==> config.mk <==
export PLATFORM = sky130hd
export DESIGN_NAME = fifo_rd_drain
export DESIGN_NICKNAME = d
export VERILOG_FILES = /design/src/rtl/fifo_rd_drain_pkg.sv /design/src/rtl/drain_skid_buf.sv /design/src/rtl/fifo_rd_drain.sv
export SDC_FILE = /design/constraint.sdc
export NUM_CORES = 1
export LEC_CHECK = 0
export BUFFER_PORTS_ARGS = -buffer_cell sky130_fd_sc_hd__clkbuf_2
export CORE_ASPECT_RATIO = 1.5
export CORE_MARGIN = 5
export CORE_UTILIZATION = 45
export DETAILED_ROUTE_END_ITERATION = 10
export GPL_TIMING_DRIVEN = 1
export PLACE_DENSITY = 0.79
export SYNTH_ARGS = -nofsm -noshare
export SYNTH_HDL_FRONTEND = slang
export SYNTH_SLANG_ARGS = --single-unit
==> constraint.sdc <==
create_clock -name clk -period 6.1 [get_ports clk]
set_input_delay 0.61 -clock clk [delete_from_list [all_inputs] [get_ports clk]]
set_output_delay 0.61 -clock clk [all_outputs]
set_load 0.02 [all_outputs]
==> src/rtl/fifo_rd_drain_pkg.sv <==
// Shared definitions for the FIFO read-drain controller: FSM state
// encoding and default parameter values.
package fifo_rd_drain_pkg;

    localparam int DATA_W_DEF  = 32;
    localparam int TIMEOUT_DEF = 16;

    typedef enum logic [1:0] {
        ST_IDLE  = 2'd0,
        ST_RUN   = 2'd1,
        ST_FLUSH = 2'd2,
        ST_CMPL  = 2'd3
    } state_t;

endpackage

==> src/rtl/drain_skid_buf.sv <==
// Two-entry in-order output buffer between the FIFO read port and the
// downstream valid/ready stream. Entry q0 is always the head and drives dout.
// push must only be asserted when (count - pop) < 2.
module drain_skid_buf #(
    parameter int DATA_W = 32
) (
    input  logic              clk,
    input  logic              rst,
    input  logic              push,
    input  logic [DATA_W-1:0] din,
    input  logic              pop,
    output logic [DATA_W-1:0] dout,
    output logic [1:0]        count
);

    logic [DATA_W-1:0] q0;
    logic [DATA_W-1:0] q1;
    logic              load_q0_from_q1;
    logic              load_q0_from_din;
    logic              load_q1;

    // The head advances from q1 on a pop with two entries; a push lands in the
    // head when the buffer is (or is becoming) empty, otherwise in q1.
    always_comb begin
        load_q0_from_q1  = pop && (count == 2'd2);
        load_q0_from_din = push && ((count == 2'd0) || ((count == 2'd1) && pop));
        load_q1          = push && (((count == 2'd1) && !pop) || ((count == 2'd2) && pop));
    end

    // Occupancy tracks pushes and pops; a reset discards anything buffered.
    always_ff @(posedge clk or negedge rst) begin
        if (!rst) begin
            count <= 2'd0;
        end else begin
            count <= count + 2'(push) - 2'(pop);
        end
    end

    // Head entry is cleared on reset so the stream data reads zero.
    always_ff @(posedge clk or negedge rst) begin
        if (!rst) begin
            q0 <= '0;
        end else if (load_q0_from_q1) begin
            q0 <= q1;
        end else if (load_q0_from_din) begin
            q0 <= din;
        end
    end

    // Second entry only ever holds data behind a valid head, so it needs no reset.
    always_ff @(posedge clk) begin
        if (load_q1) begin
            q1 <= din;
        end
    end

    assign dout = q0;

endmodule

==> src/rtl/fifo_rd_drain.sv <==
// Read-side drain controller for an asymmetric 4-to-32 FIFO. Reads complete
// words into a two-entry output buffer, and on a flush request drains the
// zero-padded partial words the FIFO presents until it reports flush done.
// Optional feature macro: FIFO_RD_DRAIN_AUTO_FLUSH_EN enables an automatic
// flush after TIMEOUT idle cycles with only partial data in the FIFO.
module fifo_rd_drain
    import fifo_rd_drain_pkg::*;
#(
    parameter int DATA_W  = DATA_W_DEF,
    parameter int TIMEOUT = TIMEOUT_DEF
) (
    input  logic              clk,
    input  logic              rst,
    input  logic              fifo_vld_rd_data,
    input  logic              fifo_empty,
    input  logic [DATA_W-1:0] fifo_rd_data,
    input  logic              fifo_flush_done,
    output logic              fifo_rd,
    output logic              fifo_flush_req,
    input  logic              flush_cmd,
    output logic              m_valid,
    input  logic              m_ready,
    output logic [DATA_W-1:0] m_data,
    output logic              flush_cmpl,
    output logic              busy
);

    if (TIMEOUT < 2 || TIMEOUT > 255) begin : g_bad_timeout
        $error("fifo_rd_drain: TIMEOUT must lie in 2..255");
    end

    state_t     state;
    state_t     state_nxt;
    logic [1:0] count;
    logic       pop;
    logic       space;
    logic       flush_trig;
    logic       flush_req_q;

    // A pop frees an entry in the same cycle, so a full buffer can still accept.
    assign pop   = m_valid & m_ready;
    assign space = (count != 2'd2) | pop;

`ifdef FIFO_RD_DRAIN_AUTO_FLUSH_EN
    logic [7:0] idle_cnt;
    logic       timeout_hit;

    // Count idle cycles during which the FIFO holds only a partial word.
    always_ff @(posedge clk or negedge rst) begin
        if (!rst) begin
            idle_cnt <= 8'd0;
        end else if ((state == ST_IDLE) && !fifo_empty && !fifo_vld_rd_data) begin
            idle_cnt <= idle_cnt + 8'd1;
        end else begin
            idle_cnt <= 8'd0;
        end
    end

    assign timeout_hit = (idle_cnt == 8'(TIMEOUT - 1));
    assign flush_trig  = flush_cmd | timeout_hit;
`else
    assign flush_trig = flush_cmd;
`endif

    // State register; a reset abandons any flush in progress.
    always_ff @(posedge clk or negedge rst) begin
        if (!rst) begin
            state <= ST_IDLE;
        end else begin
            state <= state_nxt;
        end
    end

    // Next-state decode. Flush triggers with nothing in the FIFO, or while a
    // flush is already under way, are dropped rather than remembered.
    always_comb begin
        state_nxt = state;
        case (state)
            ST_IDLE: begin
                if (flush_trig && !fifo_empty) begin
                    state_nxt = ST_FLUSH;
                end else if (fifo_vld_rd_data) begin
                    state_nxt = ST_RUN;
                end
            end
            ST_RUN: begin
                if (flush_trig && !fifo_empty) begin
                    state_nxt = ST_FLUSH;
                end else if (!fifo_vld_rd_data && (count == 2'd0)) begin
                    state_nxt = ST_IDLE;
                end
            end
            ST_FLUSH: begin
                if (fifo_flush_done) begin
                    state_nxt = ST_CMPL;
                end
            end
            ST_CMPL: begin
                if (count == 2'd0) begin
                    state_nxt = ST_IDLE;
                end
            end
            default: state_nxt = ST_IDLE;
        endcase
    end

    // Output decode: read strobe, completion pulse and busy indication.
    always_comb begin
        fifo_rd    = 1'b0;
        flush_cmpl = 1'b0;
        busy       = (state != ST_IDLE);
        case (state)
            ST_RUN:   fifo_rd    = space & fifo_vld_rd_data;
            ST_FLUSH: fifo_rd    = space & !fifo_empty;
            ST_CMPL:  flush_cmpl = (count == 2'd0);
            default:  ;
        endcase
    end

    // Flush request is registered off the next state so it rises on entry to
    // FLUSH and drops on the same edge that moves to CMPL.
    always_ff @(posedge clk or negedge rst) begin
        if (!rst) begin
            flush_req_q <= 1'b0;
        end else begin
            flush_req_q <= (state_nxt == ST_FLUSH);
        end
    end

    assign fifo_flush_req = flush_req_q;

    drain_skid_buf #(
        .DATA_W (DATA_W)
    ) u_skid (
        .clk   (clk),
        .rst   (rst),
        .push  (fifo_rd),
        .din   (fifo_rd_data),
        .pop   (pop),
        .dout  (m_data),
        .count (count)
    );

    assign m_valid = (count != 2'd0);

endmodule

======== Yosys cells after proc, flatten, opt, wreduce, memory -nomap -nowiden ========
Cells that the tools add are included.
cells by class
  $add $sub $neg .......................... 2
  eq/ne operators ......................... 7
  multiplexer cells ....................... 11
  bitwise logic cells ..................... 4
  reduce and logical (&&, ||, !) cells .... 17
operators with widths
  cell                  number
  $mux W32              2
  $mux W2               6
  $eq A2 B2 Y1 const B  4
  $pmux W2 S4           1
  $logic_and A1 B1 Y1   7
  $reduce_bool A2 Y1    3
  $eq A2 B1 Y1 const B  2
  $logic_not A2 Y1      2
  $and A1 B1 Y1         3
  $logic_not A1 Y1      3
  $add A2 B1 Y2         1
  $logic_or A1 B1 Y1    2
  $ne A2 B2 Y1 const B  1
  $pmux W1 S2           1
  $sub A2 B1 Y2         1
  $mux W1               1
  $or A1 B1 Y1          1
storage, ports and cells
  bits in registers ....................... 69
  bits of input ports ..................... 39
  output and inout port bits .............. 37
  logic and storage cells ................. 46

======== Logic depth before layout (Yosys ltp) ========
Gate-level depths: netlist (run 1).
  word-level depth ........................ 8
  gate-level depth with buffers ........... 8
  gate-level depth less buffers ........... 8

======== Hierarchy ========
A second synthesis (run 1) with hierarchy kept.
unflattened totals
  cells, all modules ...................... 189
  area total of the unflattened synthesis .. 3046.7 µm²
modules (own cells, without submodules)
  module          times used  cells an instance  area each (µm²)
  drain_skid_buf  1           147                2661.3
  fifo_rd_drain   1           42                 385.4

======== Worst setup path before layout (run 1) ========
No wires, ideal clock.
  kind .................................... flip-flop to flip-flop
  start ................................... register state[0]
  end ..................................... register u_skid.q1[0] (enable)
  setup time .............................. 432 ps
  arrival time ............................ 2566 ps
  required time ........................... 5668 ps
  slack ................................... 3103 ps
  cell stages (with the launch flop) ...... 6
  path buffers ............................ 0
  clock period less this slack ............ 2997 ps
  cell sequence ........................... dfrtp_1 -> inv_1 -> ha_1 -> nand2_1 -> o211ai_2 -> a21oi_1
on the way
  longest elaborated chain between the ends .. 3
  elaborated cells between the ends (all ways) .. 4
  those cells by class .................... eq/ne: 2; mux: 1; reduce/logical: 1
RTL lines
  element                                              line                  text
  from (decl)                                          fifo_rd_drain.sv:32   state_t state;
  from (signal assigned)                               fifo_rd_drain.sv:70   state <= state_nxt;
  $eq A2 B2 Y1 / $eq A2 B1 Y1 (equally long branches)  fifo_rd_drain.sv:112  case (state)
  $pmux W1 S2 (*)                                      fifo_rd_drain.sv:112
  $logic_and A1 B1 Y1 (*)                              drain_skid_buf.sv:27  load_q1 = push && (((count == 2'd1) && !pop) || ((count == 2'd2) && pop));
  named net u_skid.load_q1                             drain_skid_buf.sv:20  logic load_q1;
  to (signal assigned)                                 drain_skid_buf.sv:53  q1 <= din;
  to (decl)                                            drain_skid_buf.sv:17  logic [DATA_W-1:0] q1;
The timed path passes the listed nets; every way through them passes the cells marked *.
A chain may end at the register's enable or synchronous reset.

======== Worst setup path after layout (run 1) ========
  start ................................... register state[0]
  end ..................................... output fifo_rd
on the way
  longest elaborated chain between the ends .. 2
  elaborated cells between the ends (all ways) .. 3
  those cells by class .................... eq/ne: 2; mux: 1
RTL lines
  element                                              line                  text
  $eq A2 B2 Y1 / $eq A2 B1 Y1 (equally long branches)  fifo_rd_drain.sv:112
  $pmux W1 S2 (*)                                      fifo_rd_drain.sv:112
  to (decl)                                            fifo_rd_drain.sv:18   output logic fifo_rd,
Every way passes the cells marked *; elsewhere a longest branch is shown, timed or not.

==> results of run 1 <==
## area by class of cell
class	instances	share of cell area (%)
sequential	69	50.4
multi-input combinational	98	30.5
timing repair buffer	76	10.2
clock buffer	10	3.68
tap	78	2.61
clock inverter	6	1.67
inverter	9	0.902
## path summary, 6_finish.rpt
kind / slack [ns] / cells past startpoint / endpoint
worst max-delay path: 3.59 / 6 / fifo_rd
worst min-delay path: 0.41 / 1 / u_skid.dout[11]
worst max register to register: 3.68 / 7 / u_skid.dout[24]
worst min register to register: 0.51 / 1 / u_skid.dout[27]
max in group asynchronous: 5.04 / 1 / u_skid.dout[3]
min in group clk: 0.44 / 1 / u_skid.q1[12]
## placed cells by master (no fill, tap or decap), types with 2 or more instances in the layout
cell type | synthesis | final
clkbuf_2 | 0 | 75
dfrtp_1 | 37 | 37
mux2_2 | 34 | 34
edfxtp_1 | 32 | 32
mux2_4 | 30 | 30
clkbuf_8 | 0 | 10
inv_1 | 9 | 9
ha_1 | 7 | 7
o211ai_1 | 4 | 4
nor2_1 | 3 | 3
clkinvlp_4 | 0 | 3
nand2_1 | 2 | 2
a31oi_1 | 2 | 2
nand2b_1 | 2 | 2
xnor2_1 | 2 | 2
clkinv_2 | 0 | 2
## routing by layer
metal	share of wire, %	vias to the layer above
li1	-	839
met1	40	878
met2	53	39
met3	3.9	13
met4	3.1	0
met5	0	-
## power by group
group          total, mW  internal (mW)  switching (mW)  leakage [nW]
clock              0.370          0.198           0.172        0.0943
combinational      0.984          0.482           0.502         0.829
sequential         0.772          0.675          0.0971         0.726
total               2.13           1.36           0.771          1.65
## cell usage after synthesis, drive strengths merged, types with 2 or more instances
| cell | n |
|---|---|
| a31oi | 2 |
| buf | 7 |
| dfrtp | 37 |
| edfxtp | 32 |
| ha | 7 |
| inv | 9 |
| mux2 | 64 |
| nand2 | 2 |
| nand2b | 2 |
| nor2 | 4 |
| o211ai | 5 |
| xnor2 | 2 |
## cells by family after synthesis
| kind of cell | count (synthesis) |
|---|---|
| adder cells (fa/ha/maj) | 7 |
| AND/OR/NAND/NOR | 11 |
| multiplexers | 64 |
| buffers and inverters | 16 |
| AO/OA/AOI/OAI | 14 |
| flip-flops | 69 |
| XOR/XNOR | 2 |
## sequential cells by signal (all words and copies together), names as in the netlist
name / count
u_skid.q1: 32
u_skid.dout: 32
u_skid.count: 2
state: 2
fifo_flush_req: 1
## critical path, cell delays in order (launching register included)
cell and delay, ns:
dfrtp_1 0.44, inv_1 0.11, ha_1 0.28, nand2_1 0.13
o211ai_2 0.16, a31oi_1 0.24, clkbuf_2 0.21
==> results.txt, run 1 <==
share of the synthesized area in the top cell type - 30.8%
crit path kind - flop to primary output
Synth Warn # - 0
top_reg_cell synth - dfrtp_1
Ant. Diodes - 0
register area - 1890 sq um
clock skew - 0.0112 ns
worst setup margin - 3.59 ns
post-synthesis xor/xnor area fraction - 0.562%
Synth Area in Adders - 2.81%
Worst-Margin Slew - 1.06 ns
Post-Syn Area - 3120 sq um
Post-Syn Area per Cell - 17.0 sq um
Slew Viols, Final - 0
Overflow after GRT - 0
Final Cycle Share - 41.1%
largest net degree at the start of global routing - 38
CP max FO - 6
CTS Root Cell - clkbuf_8
maxcap violations - 0
CTS buffer count - 9
CTS tree - yes
Initial Utilization - 45.8%
asr flop ratio synth - 53.6%
Placement Setup Slack - 3.49 ns
CP Data Arrival Time - 1.90 ns
DRC viols - 0
worst hold-check path type - input pin to asynchronous set/reset pin
Setup-failing EPs final - 0
CP Data Required Time - 5.49 ns
# port buffers - 75
Post-synth EDFFs - 32
pwr/cell area - 568 nW/um^2
CP startpoint - state[0]
worst skew pair latency - 0.35 ns
final hold vios - 0
drt wl/cell - 17.0 microns
Yosys reg bits - 69
fmax - 0.398 GHz
status - finished clean
post-cts resize count - 0
critical path launch point type - flop
worst r2r src - state[0]
layout cells sized above 1 - 60.1%
first-pass iteration count of the detailed router - 3
RSZ-0062 raised after global routing - false
fin area - 3740 sq um
sequential share of the synthesized area - 60.5%
Final Util - 55.0%
CTS Buffer Depth - 2
Hold Buf Count CTS - 0
slew margin rel. - 29.3%
Post-CTS Setup Bufs - 0
crit path time final - 2.51 ns
Compound-Gate Fraction of Synth Area - 4.01%
GPL Wtd Cong - 0.791
hold slack - 0.409 ns
vias in the first global route - 1965
CP Capture Type - primary output
row count - 37
GR Util All Layers - 14.4%
met3 GRT Util - 2.43%
Ports - 76
Pwr Total - 2.13 mW
largest cells by area after synthesis - edfxtp_1 (31%), dfrtp_1 (30%), mux2_4 (14%)
largest family of logic cells by synthesized area - multiplexers
Antenna Nets Post-Route - 0
syn nets - 229
GR peak layer - met2
leakage - 1.65 nW
FILL cells - 573
GR Util met1 - 16.7%
Die Width - 78.0 microns
Detailed Place HPWL - 4050 microns
Synth cell types - 27
Die Ht - 112 microns
Area after DPL - 3540 sq um
DR vias/cell - 5.11
CTS sink count - 69
first-pass GRT wire length - 9650 microns
core area - 6810 sq um
Multi-input gate area - 1140 sq um
met2 Track Usage GR - 24.0%
Inst Count DP - 330
area leader, netlist - edfxtp_1
Post-Synthesis Cells - 183
initial antenna violation count - 0
Final #Nets - 309
Synth Area in Simple Gates - 2.17%
mux contribution to synthesized area - 26.7%
Die ar. - 8730 sq um
Final Routed Wirelength - 5890 microns
TNS Setup - 0 ns
Clk pin slew, worst setup/hold paths - 0.08 ns
Peak VDD IR - 0.000439 V
Area Growth Syn to Fin - 20.0%
htree depth - 3
initial DRC count - 65
Finished Layout Cells - 346
vias - 1769
No activity file was read; power rests on OpenSTA's default activity.
==> inputs of run 2 (changes only) <==
Clock period 6.1 ns to 2.5 ns, I/O delays scaled along.
==> results.txt, run 2 (synthesis gave the netlist of run 1 again) <==
status - finished clean
slowest CP cell - dfrtp_1
Ports - 76
sequential share of power - 35.2%
layout cells sized above 1 - 60.3%
Die ar. - 8730 sq um
worst setup margin - 0.282 ns
Slew Viols, Final - 0
Int Pwr - 3.49 mW
drt wl/cell - 17.0 microns
Placement Setup Slack - 0.265 ns
largest net degree at the start of global routing - 38
core area - 6810 sq um
Hold Buf Count CTS - 0
Final Cycle Share - 88.7%
CP Capture Type - flop
CP max FO - 14
Die Width - 78.0 microns
pwr/cell area - 1410 nW/um^2
CTS tree - yes
Antenna Nets Post-Route - 0
row count - 37
Setup-failing EPs final - 0
Comb pwr share - 45.8%
first-pass iteration count of the detailed router - 4
Post-CTS Setup Bufs - 0
slew margin rel. - 34.4%
vias - 1788
GPL Wtd Cong - 0.818
Area Growth Syn to Fin - 22.2%
TNS Setup - 0 ns
initial DRC count - 156
final hold vios - 0
Peak VDD IR - 0.000771 V
Largest delay share family, worst path - compound AO/OA/AOI/OAI gates
CP Data Required Time - 2.73 ns
Overflow after GRT - 0
# port buffers - 75
fmax - 0.451 GHz
commonest non-fill, non-tap cell in the layout - clkbuf_2
DR vias/cell - 5.11
switching part of the total power - 35.1%
most frequent cells in the layout - clkbuf_2 (75), dfrtp_1 (37), mux2_2 (34)
CTS sink count - 69
worst path cell trace - inv_1 > ha_1 > nand2_1 > o211ai_2 > o311ai_4 > buf_4 > mux2_2
clock skew - 0.00454 ns
CTS Buffer Depth - 2
crit path time final - 2.22 ns
worst hold-check path type - input pin to asynchronous set/reset pin
first-pass GRT wire length - 9870 microns
vias in the first global route - 2003
GR Util All Layers - 14.7%
Worst-Margin Slew - 0.983 ns
Clk pin slew, worst setup/hold paths - 0.07 ns
worst skew pair latency - 0.34 ns
Bufs and invs on worst path - 2
Initial Utilization - 45.8%
Detailed Place HPWL - 4200 microns
Ant. Diodes - 0
initial antenna violation count - 0
CP Data Arrival Time - 2.44 ns
Final #Nets - 313
DRC viols - 0
post-cts resize count - 0
clock power share - 19.0%
leakage - 1.70 nW
CTS buffer count - 9
CTS Root Cell - clkbuf_8
FILL cells - 564
crit-path max cell delay - 0.44 ns
RSZ-0062 raised after global routing - false
htree depth - 3
crit path kind - flop to flop
Die Ht - 112 microns
maxcap violations - 0
critical path launch point type - flop
Final Routed Wirelength - 5950 microns
Switch Pwr - 1.89 mW
[run 2: cell count changes in the layout (fill, tap and decap cells not counted), sizes merged]
| cell | previous run | this run |
|---|---|---|
| clkbuf | 85 | 87 |
| clkinvlp | 3 | 0 |
| buf | 1 | 5 |
| bufinv | 1 | 2 |
[run 2: power groups by stage]
stage | sequential [mW] | combinational [mW] | clock [mW]
5_1_grt | 1.94 | 2.63 | 1.11
6_report | 1.89 | 2.46 | 1.02
4_1_cts | 1.90 | 2.50 | 1.05
2_1_floorplan | 2.18 | 1.60 | 0
3_3_place_gp | 1.90 | 2.45 | 0
3_5_place_dp | 1.91 | 2.51 | 0
[run 2: layout make-up]
cell class	count	area [sq um]	share of cell area, %
Sequential cell	69	1890	49.5
Multi-Input combinational cell	98	1140	30.0
Timing Repair Buffer	80	425	11.2
Clock buffer	12	155	4.07
Tap cell	78	97.6	2.56
Clock inverter	4	70.1	1.84
Inverter	9	33.8	0.886
[run 2: worst reg2reg max path, stage by stage (launching register included)]
cell	delay [ns]
dfrtp_1	0.44
inv_1	0.11
ha_1	0.27
nand2_1	0.12
o211ai_2	0.15
o311ai_4	0.31
buf_4	0.34
mux2_2	0.37
[run 2: final timing paths]
| check | slack [ns] | to | start | cells past startpoint |
|---|---|---|---|---|
| setup / recovery | 0.28 | u_skid.dout[23] | state[0] | 7 |
| hold / removal | 0.06 | state[0] | rst | 1 |
| setup reg to reg | 0.28 | u_skid.dout[23] | state[0] | 7 |
| hold reg to reg | 0.51 | u_skid.dout[9] | u_skid.dout[9] | 1 |
| max in group asynchronous | 1.84 | u_skid.dout[9] | rst | 1 |
| min in group clk | 0.10 | u_skid.q1[0] | fifo_rd_data[0] | 1 |
[run 2: routing by layer]
layer	up-vias	share of wire (%)	GRT usage (%)
met5	-	0	0
met4	0	2.9	8.12
met3	14	4.4	4.29
met2	50	54	24.8
met1	883	39	16.2
li1	841	-	-
[run 2: through the flow]
step                      area, sq um  total power, mW  instances  util [%]  hold slack (ns)
final                            3810             5.38        350      56.0           0.0593
after global routing             3810             5.69        350      56.0           0.0710
after CTS                        3810             5.45        350      56.0           0.0685
after global placement           3590             4.35        334      52.7            0.441
after floorplan                  3120             3.79        183         -          -0.0456
after detailed placement         3590             4.42        334      52.7            0.444
